<file path="src/rtl/uart_tx_arbiter.sv">
// Round-robin arbiter sharing one uarttx between N_REQ valid/ready byte producers.
// Optional build macro UART_ARB_TAG_EN: each grant sends the requester index as a tag frame, then its data.
module uart_tx_arbiter #(
  parameter int N_REQ = 4,
  parameter int FRAME = 8,
  parameter int IDXW  = $clog2(N_REQ)
) (
  input  logic                   i_clk,
  input  logic                   i_rst,
  input  logic [N_REQ-1:0]       i_req_valid,
  input  logic [N_REQ*FRAME-1:0] i_req_data,
  output logic [N_REQ-1:0]       o_req_ready,
  output logic                   o_tx_en,
  output logic [FRAME-1:0]       o_tx_data,
  input  logic                   i_tx_busy,
  output logic [IDXW-1:0]        o_grant_idx,
  output logic                   o_active
);

`ifdef UART_ARB_TAG_EN
  typedef enum logic [1:0] {
    ST_IDLE      = 2'd0,
    ST_WAIT_ACK  = 2'd1,
    ST_WAIT_DONE = 2'd2,
    ST_SEND_DATA = 2'd3
  } state_t;
`else
  typedef enum logic [1:0] {
    ST_IDLE      = 2'd0,
    ST_WAIT_ACK  = 2'd1,
    ST_WAIT_DONE = 2'd2
  } state_t;
`endif

  state_t             state_r, state_s;
  logic [IDXW-1:0]    last_r, last_s;
  logic [N_REQ-1:0]   ready_r, ready_s;
  logic               tx_en_r, tx_en_s;
  logic [FRAME-1:0]   tx_data_r, tx_data_s;
  logic [IDXW-1:0]    grant_r, grant_s;
  logic               active_r;

  logic [FRAME-1:0]   req_frame_s [N_REQ];
  logic [IDXW-1:0]    cand_s;
  logic [IDXW-1:0]    win_idx_s;
  logic               win_found_s;
  logic [FRAME-1:0]   win_data_s;

`ifdef UART_ARB_TAG_EN
  logic [FRAME-1:0]   data_lat_r, data_lat_s;
  logic               data_pend_r, data_pend_s;
`endif

  // Round-robin winner search starting just after the last grant.
  always_comb begin
    cand_s      = {IDXW{1'b0}};
    win_idx_s   = {IDXW{1'b0}};
    win_found_s = |i_req_valid;
    for (int r = 0; r < N_REQ; r++) begin
      req_frame_s[r] = i_req_data[r*FRAME +: FRAME];
    end
    // Walk from the farthest candidate to the nearest so the nearest valid one wins.
    for (int k = N_REQ; k >= 1; k--) begin
      cand_s    = IDXW'((int'(last_r) + k) % N_REQ);
      win_idx_s = i_req_valid[cand_s] ? cand_s : win_idx_s;
    end
    win_data_s = req_frame_s[win_idx_s];
  end

  // Next-state and next-output logic.
  always_comb begin
    state_s   = state_r;
    last_s    = last_r;
    ready_s   = {N_REQ{1'b0}};
    tx_en_s   = 1'b0;
    tx_data_s = tx_data_r;
    grant_s   = grant_r;
`ifdef UART_ARB_TAG_EN
    data_lat_s  = data_lat_r;
    data_pend_s = data_pend_r;
`endif
    case (state_r)
      ST_IDLE: begin
        if (!i_tx_busy && win_found_s) begin
          ready_s = {{(N_REQ-1){1'b0}}, 1'b1} << win_idx_s;
          tx_en_s = 1'b1;
          grant_s = win_idx_s;
          last_s  = win_idx_s;
          state_s = ST_WAIT_ACK;
`ifdef UART_ARB_TAG_EN
          tx_data_s   = FRAME'(win_idx_s);
          data_lat_s  = win_data_s;
          data_pend_s = 1'b1;
`else
          tx_data_s = win_data_s;
`endif
        end else begin
          state_s = ST_IDLE;
        end
      end
      ST_WAIT_ACK: begin
        if (i_tx_busy) begin
          state_s = ST_WAIT_DONE;
        end else begin
          state_s = ST_WAIT_ACK;
        end
      end
      ST_WAIT_DONE: begin
        if (!i_tx_busy) begin
`ifdef UART_ARB_TAG_EN
          if (data_pend_r) begin
            state_s     = ST_SEND_DATA;
            data_pend_s = 1'b0;
          end else begin
            state_s = ST_IDLE;
          end
`else
          state_s = ST_IDLE;
`endif
        end else begin
          state_s = ST_WAIT_DONE;
        end
      end
`ifdef UART_ARB_TAG_EN
      ST_SEND_DATA: begin
        tx_en_s   = 1'b1;
        tx_data_s = data_lat_r;
        state_s   = ST_WAIT_ACK;
      end
`endif
      default: begin
        state_s = ST_IDLE;
      end
    endcase
  end

  // State and registered outputs; the pointer resets so requester 0 wins first.
  always_ff @(posedge i_clk) begin
    if (i_rst) begin
      state_r   <= ST_IDLE;
      last_r    <= IDXW'(N_REQ - 1);
      ready_r   <= {N_REQ{1'b0}};
      tx_en_r   <= 1'b0;
      tx_data_r <= {FRAME{1'b0}};
      grant_r   <= {IDXW{1'b0}};
      active_r  <= 1'b0;
    end else begin
      state_r   <= state_s;
      last_r    <= last_s;
      ready_r   <= ready_s;
      tx_en_r   <= tx_en_s;
      tx_data_r <= tx_data_s;
      grant_r   <= grant_s;
      active_r  <= (state_s != ST_IDLE);
    end
  end

`ifdef UART_ARB_TAG_EN
  // Data frame held across the tag transmission.
  always_ff @(posedge i_clk) begin
    if (i_rst) begin
      data_lat_r  <= {FRAME{1'b0}};
      data_pend_r <= 1'b0;
    end else begin
      data_lat_r  <= data_lat_s;
      data_pend_r <= data_pend_s;
    end
  end
`endif

  assign o_req_ready = ready_r;
  assign o_tx_en     = tx_en_r;
  assign o_tx_data   = tx_data_r;
  assign o_grant_idx = grant_r;
  assign o_active    = active_r;

endmodule
</file>
<file path="config.mk">
export PLATFORM = sky130hd
export DESIGN_NAME = uart_tx_arbiter
export DESIGN_NICKNAME = d
export VERILOG_FILES = /design/src/rtl/uart_tx_arbiter.sv
export SDC_FILE = /design/constraint.sdc
export NUM_CORES = 1
export LEC_CHECK = 0
export CAP_MARGIN = 10
export CELL_PAD_IN_SITES_DETAIL_PLACEMENT = 1
export CELL_PAD_IN_SITES_GLOBAL_PLACEMENT = 1
export CORE_ASPECT_RATIO = 0.6
export CORE_UTILIZATION = 28
export DETAILED_ROUTE_END_ITERATION = 8
export GPL_TIMING_DRIVEN = 0
export PLACE_DENSITY = 0.74
export SLEW_MARGIN = 40
export SYNTH_ARGS = -nofsm -noshare
export SYNTH_HDL_FRONTEND = slang
export SYNTH_SLANG_ARGS = --single-unit
</file>
<file path="constraint.sdc">
create_clock -name i_clk -period 2.15 [get_ports i_clk]
set_input_delay 0.3225 -clock i_clk [delete_from_list [all_inputs] [get_ports i_clk]]
set_output_delay 0.3225 -clock i_clk [all_outputs]
set_load 0.01 [all_outputs]
</file>
== Word-level counts from Yosys, hierarchy flattened ==
Cells that the tools add are included.

* Bits in registers: 20
* Input port bits: 39
* Output and inout bits: 16
* Logic and storage cells: 50

* Add/subtract/negate cells: 4
* Order comparisons: 5
* Equality and inequality tests: 2
* Shift operators: 1
* Muxes and demuxes: 20
* Bitwise gates (word level): 3
* Reductions and logical operators: 8

{| class="wikitable"
|+ Operators with widths
! operator !! number
|-
| 8-bit binary-select mux with 2-bit select || 1
|-
| 8-bit two-way mux || 2
|-
| 2-bit by 3-bit less-than comparator with 1-bit output, second input constant || 4
|-
| 2-bit two-way mux || 6
|-
| 1-bit binary-select mux with 2-bit select || 4
|-
| 1-bit two-way mux || 6
|-
| 2-bit case mux with 3 select lines || 1
|-
| 2-bit by 1-bit adder with 2-bit output, second input constant || 2
|-
| 2-bit adder, second input constant || 2
|-
| 4-bit OR reduction || 1
|-
| 1-bit by 2-bit left shift with 4-bit output, first input constant || 1
|-
| 3-bit >= comparator, second input constant || 1
|-
| 2-bit inverter with 3-bit output || 1
|-
| 3-bit OR reduction || 1
|-
| 2-bit by 1-bit equality test with 1-bit output, second input constant || 1
|-
| 2-bit equality test, second input constant || 1
|-
| 2-bit zero test || 1
|-
| 1-bit inverter || 2
|-
| 2-bit AND reduction || 1
|-
| 2-bit nonzero test || 1
|-
| 2-bit OR reduction || 1
|-
| 1-bit logical AND || 1
|-
| 1-bit zero test || 1
|}

== Logic depth before layout (Yosys ltp) ==
* Depth after elaboration: 11
* Gate-level depth with buffers: 7
* Gate-level depth less buffers: 5

== Worst setup path before layout ==
Ideal clock, no wire load.

* Path kind: reg-to-reg
* From: reg last_r[1]
* To: reg tx_data_r[3] (netlist: o_tx_data[3])
* Library setup time: 122 ps
* Arrival: 1665 ps
* Required time: 2028 ps
* Slack: 363 ps
* Cell stages (with the launch flop): 7
* Path through: dfxtp_1 -> buf_6 -> mux2i_1 -> o2bb2ai_4 -> nor2_4 -> mux2_4 -> a221o_1

* Longest elaborated chain between the ends: 11

{| class="wikitable"
|+ RTL lines
! item !! RTL line !! source
|-
| from (decl) || 36 || <nowiki>logic [IDXW-1:0] last_r, last_s;</nowiki>
|-
| from (signal assigned) || 141 || <nowiki>last_r <= IDXW'(N_REQ - 1);</nowiki>
|-
| from (signal assigned) || 149 || <nowiki>last_r <= last_s;</nowiki>
|-
| 2-bit by 1-bit adder with 2-bit output || 64 || <nowiki>cand_s = IDXW'((int'(last_r) + k) % N_REQ);</nowiki>
|-
| 1-bit binary-select mux with 2-bit select || 65 || <nowiki>win_idx_s = i_req_valid[cand_s] ? cand_s : win_idx_s;</nowiki>
|-
| 1-bit two-way mux (not written as such) || 65 ||
|-
| 2-bit two-way mux (3 in series) || 65 ||
|-
| 2-bit two-way mux * || 65 ||
|-
| 2-bit inverter with 3-bit output (not written as such) * || 67 || <nowiki>win_data_s = req_frame_s[win_idx_s];</nowiki>
|-
| 8-bit binary-select mux with 2-bit select * || 67 ||
|-
| 8-bit two-way mux (not written as such) * (2 in series) || 67 ||
|-
| to (signal assigned) || 144 || <nowiki>tx_data_r <= {FRAME{1'b0}};</nowiki>
|-
| to (signal assigned) || 152 || <nowiki>tx_data_r <= tx_data_s;</nowiki>
|-
| to (decl) || 39 || <nowiki>logic [FRAME-1:0] tx_data_r, tx_data_s;</nowiki>
|}

Mark *: on every way between the ends. The rest lies on a longest branch, timed or not. The select of a mux whose other input is x is not followed.
A chain may end at the register's enable or synchronous reset.

== Worst setup path in the final report ==
* From: in i_req_valid[1]
* To: reg tx_data_r[7] (netlist: o_tx_data[7])

* Longest elaborated chain between the ends: 10

{| class="wikitable"
|+ RTL lines
! item !! RTL line !! source
|-
| from (decl) || 10 || <nowiki>input logic [N_REQ-1:0] i_req_valid,</nowiki>
|-
| 1-bit binary-select mux with 2-bit select || 65 ||
|-
| 1-bit two-way mux (not written as such) || 65 ||
|-
| 2-bit two-way mux (4 in series) || 65 ||
|-
| 2-bit inverter with 3-bit output (not written as such) || 67 ||
|-
| 8-bit binary-select mux with 2-bit select || 67 ||
|-
| 8-bit two-way mux (not written as such) (2 in series) || 67 ||
|}

Parallel ways exist; a longest one is shown, timed or not. The select of a mux whose other input is x is not followed.

==> results.sh <==
export IMPL_cp_max_fo=6
export IMPL_first_pass_iters=4
export IMPL_synthMuxAreaShare_pct=9.305
export IMPL_io_pins=55
export IMPL_dpl_cell_area_um2=1659
export IMPL_yosys_area_top_type="dfxtp_1"
export IMPL_clk_latency_ps=260
export IMPL_grt_pass1_vias=1121
export IMPL_synth_area_leaders="dfxtp_1 (38%), mux2i_1 (4.7%), a221o_1 (3.8%)"
export IMPL_final_nets=202
export IMPL_n_antenna_cell=0
export IMPL_start_util_pct=30.85
export IMPL_die_w_um=81.52
export IMPL_maxCapViolCount=0
export IMPL_ir_drop_mv=0.2194
export IMPL_drv_slew=0
export IMPL_cts_root_buf="clkbuf_8"
export IMPL_reg2reg_slack_ps=270
export IMPL_syn2layout_area_growth_pct=64.19
export IMPL_hp_class="flop to flop"
export IMPL_cp_startpoint="i_req_valid[1]"
export IMPL_r2r_cells=6
export IMPL_wl_per_cell_um=15.83
export IMPL_min_period_ps=2064
export IMPL_crit_path_end="o_tx_data[7]$_SDFFE_PP0P_"
export IMPL_timing_rr_end="o_tx_data[7]$_SDFFE_PP0P_"
export IMPL_viasPerCell=5.092
export IMPL_outcome="completed"
export IMPL_grt_max_degree=11
export IMPL_endpoint_kind="flop"
export IMPL_path_clk_slew_ps=70
export IMPL_multi_input_area_um2=654.4
export IMPL_rsz0062_at_grt="no"
export IMPL_grt_total_usage_pct=18.12
export IMPL_fmax_mhz=484.5
export IMPL_synth_adder_area_share_pct=0
export IMPL_synth_top_area_share_pct=37.69
export IMPL_seq_area_frac_synth_pct=37.69
export IMPL_leakagePower_nw=0.6714
export IMPL_yosysWarnings=0
export IMPL_place_hpwl_um=2644
export IMPL_post_route_period_util_pct=96.00
export IMPL_cts_sink_count=20
export IMPL_die_h_um=49.71
export IMPL_num_fill_cells=390
export IMPL_synth_cell_type_count=44
export IMPL_r2r_start="last_r[1]$_SDFFE_PP1P_"
export IMPL_synthFlopType="dfxtp_1"
export IMPL_synth_simple_area_share_pct=18.37
export IMPL_setup_violations=0
export IMPL_io_buffers=54
export IMPL_rows=16
export IMPL_synthXorXnorAreaFrac_pct=0.8245
export IMPL_final_layout_size_suffix_gt1_share_pct=17.39
export IMPL_dr_total_vias=1049
export IMPL_routabilityCongestion=0.7212
export IMPL_core_area_um2=3443
export IMPL_synth_edff_count=0
export IMPL_worstPathRequired_ps=2290
export IMPL_numCtsBuffers=3
export IMPL_start_kind="primary input"
export IMPL_postLayoutCellArea_um2=1744
export IMPL_antenna_found_initial=0
export IMPL_clk_path_buf_depth=2
export IMPL_grt_first_pass_wirelength_um=5471
export IMPL_synthCells=103
export IMPL_cp_arrival_ps=2200
export IMPL_syn_area_per_cell_um2=10.31
export IMPL_max_slew_margin_rel_pct=62.79
export IMPL_async_reset_ff_share_pct=0
export IMPL_synth_nets=142
export IMPL_fin_setup_tns_ps=0
export IMPL_drtIter0Drc=26
export IMPL_synth_top_family_by_area="compound AO/OA/AOI/OAI gates"
export IMPL_postCtsHoldBufs=0
export IMPL_h_tree_depth=1
export IMPL_hold_ws_ps=458.0
export IMPL_drc_errors=0
export IMPL_tightest_slew_ps=544.1
export IMPL_fin_skew_ps=3.799
export IMPL_totalWireLength_um=3261
export IMPL_drtAntennaViolNets=0
export IMPL_path_class="primary input to flop"
export IMPL_final_hold_violation_count=0
export IMPL_synthesis_area_um2=1062
export IMPL_die_area_um2=4052
export IMPL_regArea_um2=400.4
export IMPL_globalRouteOverflowTotal=0
export IMPL_synth_compound_area_share_pct=29.92
export IMPL_cts_tree="yes"
export IMPL_ys_ff_latch=20
export IMPL_p_per_area_nw_per_um2=582.8
## layer usage
metal,global-route usage (%),vias up,part of all wire (%)
li1,-,515,-
met1,24.86,497,48
met2,27.64,33,45
met3,6.296,4,6.6
met4,2.679,0,0.52
met5,0,-,0
## kinds of logic (layout without fill, tap and decap cells)
kind of cell,Yosys count,in the layout
flip-flops,20,20
AND/OR/NAND/NOR,29,29
buffers and inverters,6,64
AO/OA/AOI/OAI,38,38
multiplexers,9,9
XOR/XNOR,1,1
## cell type report
class | instances | area share [%]
repair buffers | 55 | 31.56
well taps | 45 | 3.228
multi-input cells | 77 | 37.52
inverters | 3 | 0.6456
flip-flops and latches | 20 | 22.96
plain buffers | 3 | 1.722
clock buffers | 3 | 2.367
## flip-flops by register name, summed over array words and instances, names as in the netlist
name / cells
o_tx_data: 8
o_req_ready: 4
last_r: 2
o_grant_idx: 2
state_r: 2
o_active: 1
o_tx_en: 1
## cells in the final DEF, fill, tap and decap left out, types with 2 or more instances in the layout
master,count
a21o_1,5
dfxtp_1,20
mux2_2,3
nand3_1,4
nand2_1,7
clkbuf_8,3
o211ai_1,4
clkdlybuf4s50_1,53
buf_6,2
a221o_1,4
buf_4,2
a21oi_1,4
inv_1,3
o21ai_0,4
mux2i_1,4
nor2_1,4
o2111ai_1,4
## repair_timing
action                     4_1_cts  5_1_grt
resized for setup                0        7
setup buffers                    0        1
hold endpoints to repair         0        0
setup endpoints to repair        0       10
## critical path, stage by stage
cell and delay, ps:
clkdlybuf4s50_1 560, nor2b_4 220, o21ba_4 250, nor2_4 180
mux2_2 360, a221o_1 300
## worst min-delay path by stage
| stage | end | from | depth (start not counted) | slack (ps) |
|---|---|---|---|---|
| final | o_grant_idx[1]$_SDFFE_PP0P_ | o_grant_idx[1]$_SDFFE_PP0P_ | 1 | 460 |
| after global placement | o_grant_idx[1]$_SDFFE_PP0P_ | o_grant_idx[1]$_SDFFE_PP0P_ | 1 | 440 |
| after global routing | o_grant_idx[1]$_SDFFE_PP0P_ | o_grant_idx[1]$_SDFFE_PP0P_ | 1 | 510 |
| after floorplan | state_r[1]$_SDFF_PP0_ | i_rst | 1 | 410 |
| after detailed placement | o_grant_idx[1]$_SDFFE_PP0P_ | o_grant_idx[1]$_SDFFE_PP0P_ | 1 | 440 |
| after CTS | o_grant_idx[1]$_SDFFE_PP0P_ | o_grant_idx[1]$_SDFFE_PP0P_ | 1 | 470 |
## cells in the mapped netlist, types with 2 or more instances
cell type and instances:
dfxtp_1 20, nand2_1 7, a21o_1 5, mux2i_1 5, a21oi_1 4, a221o_1 4, nand3_1 4, nor2_1 4
o2111ai_1 4, o211ai_1 4, o21ai_0 4, inv_1 3, mux2_2 3, buf_6 2
## report_power, final
group	switching [mW]	internal (mW)
sequential	0.0200	0.403
clock	0.115	0.125
combinational	0.153	0.200
## stage by stage
| step | total power, mW | worst slack, ps | std cells | util (%) |
|---|---|---|---|---|
| 2_1_floorplan | 0.5984 | 363.5 | 103 | - |
| 3_3_place_gp | 0.7601 | -198.4 | 202 | 48.18 |
| 3_5_place_dp | 0.7679 | -246.9 | 202 | 48.18 |
| 4_1_cts | 1.013 | 20.99 | 205 | 49.38 |
| 5_1_grt | 1.069 | 11.43 | 206 | 50.65 |
| 6_report | 1.017 | 86.09 | 206 | 50.65 |
No activity file was read; power rests on OpenSTA's default activity.
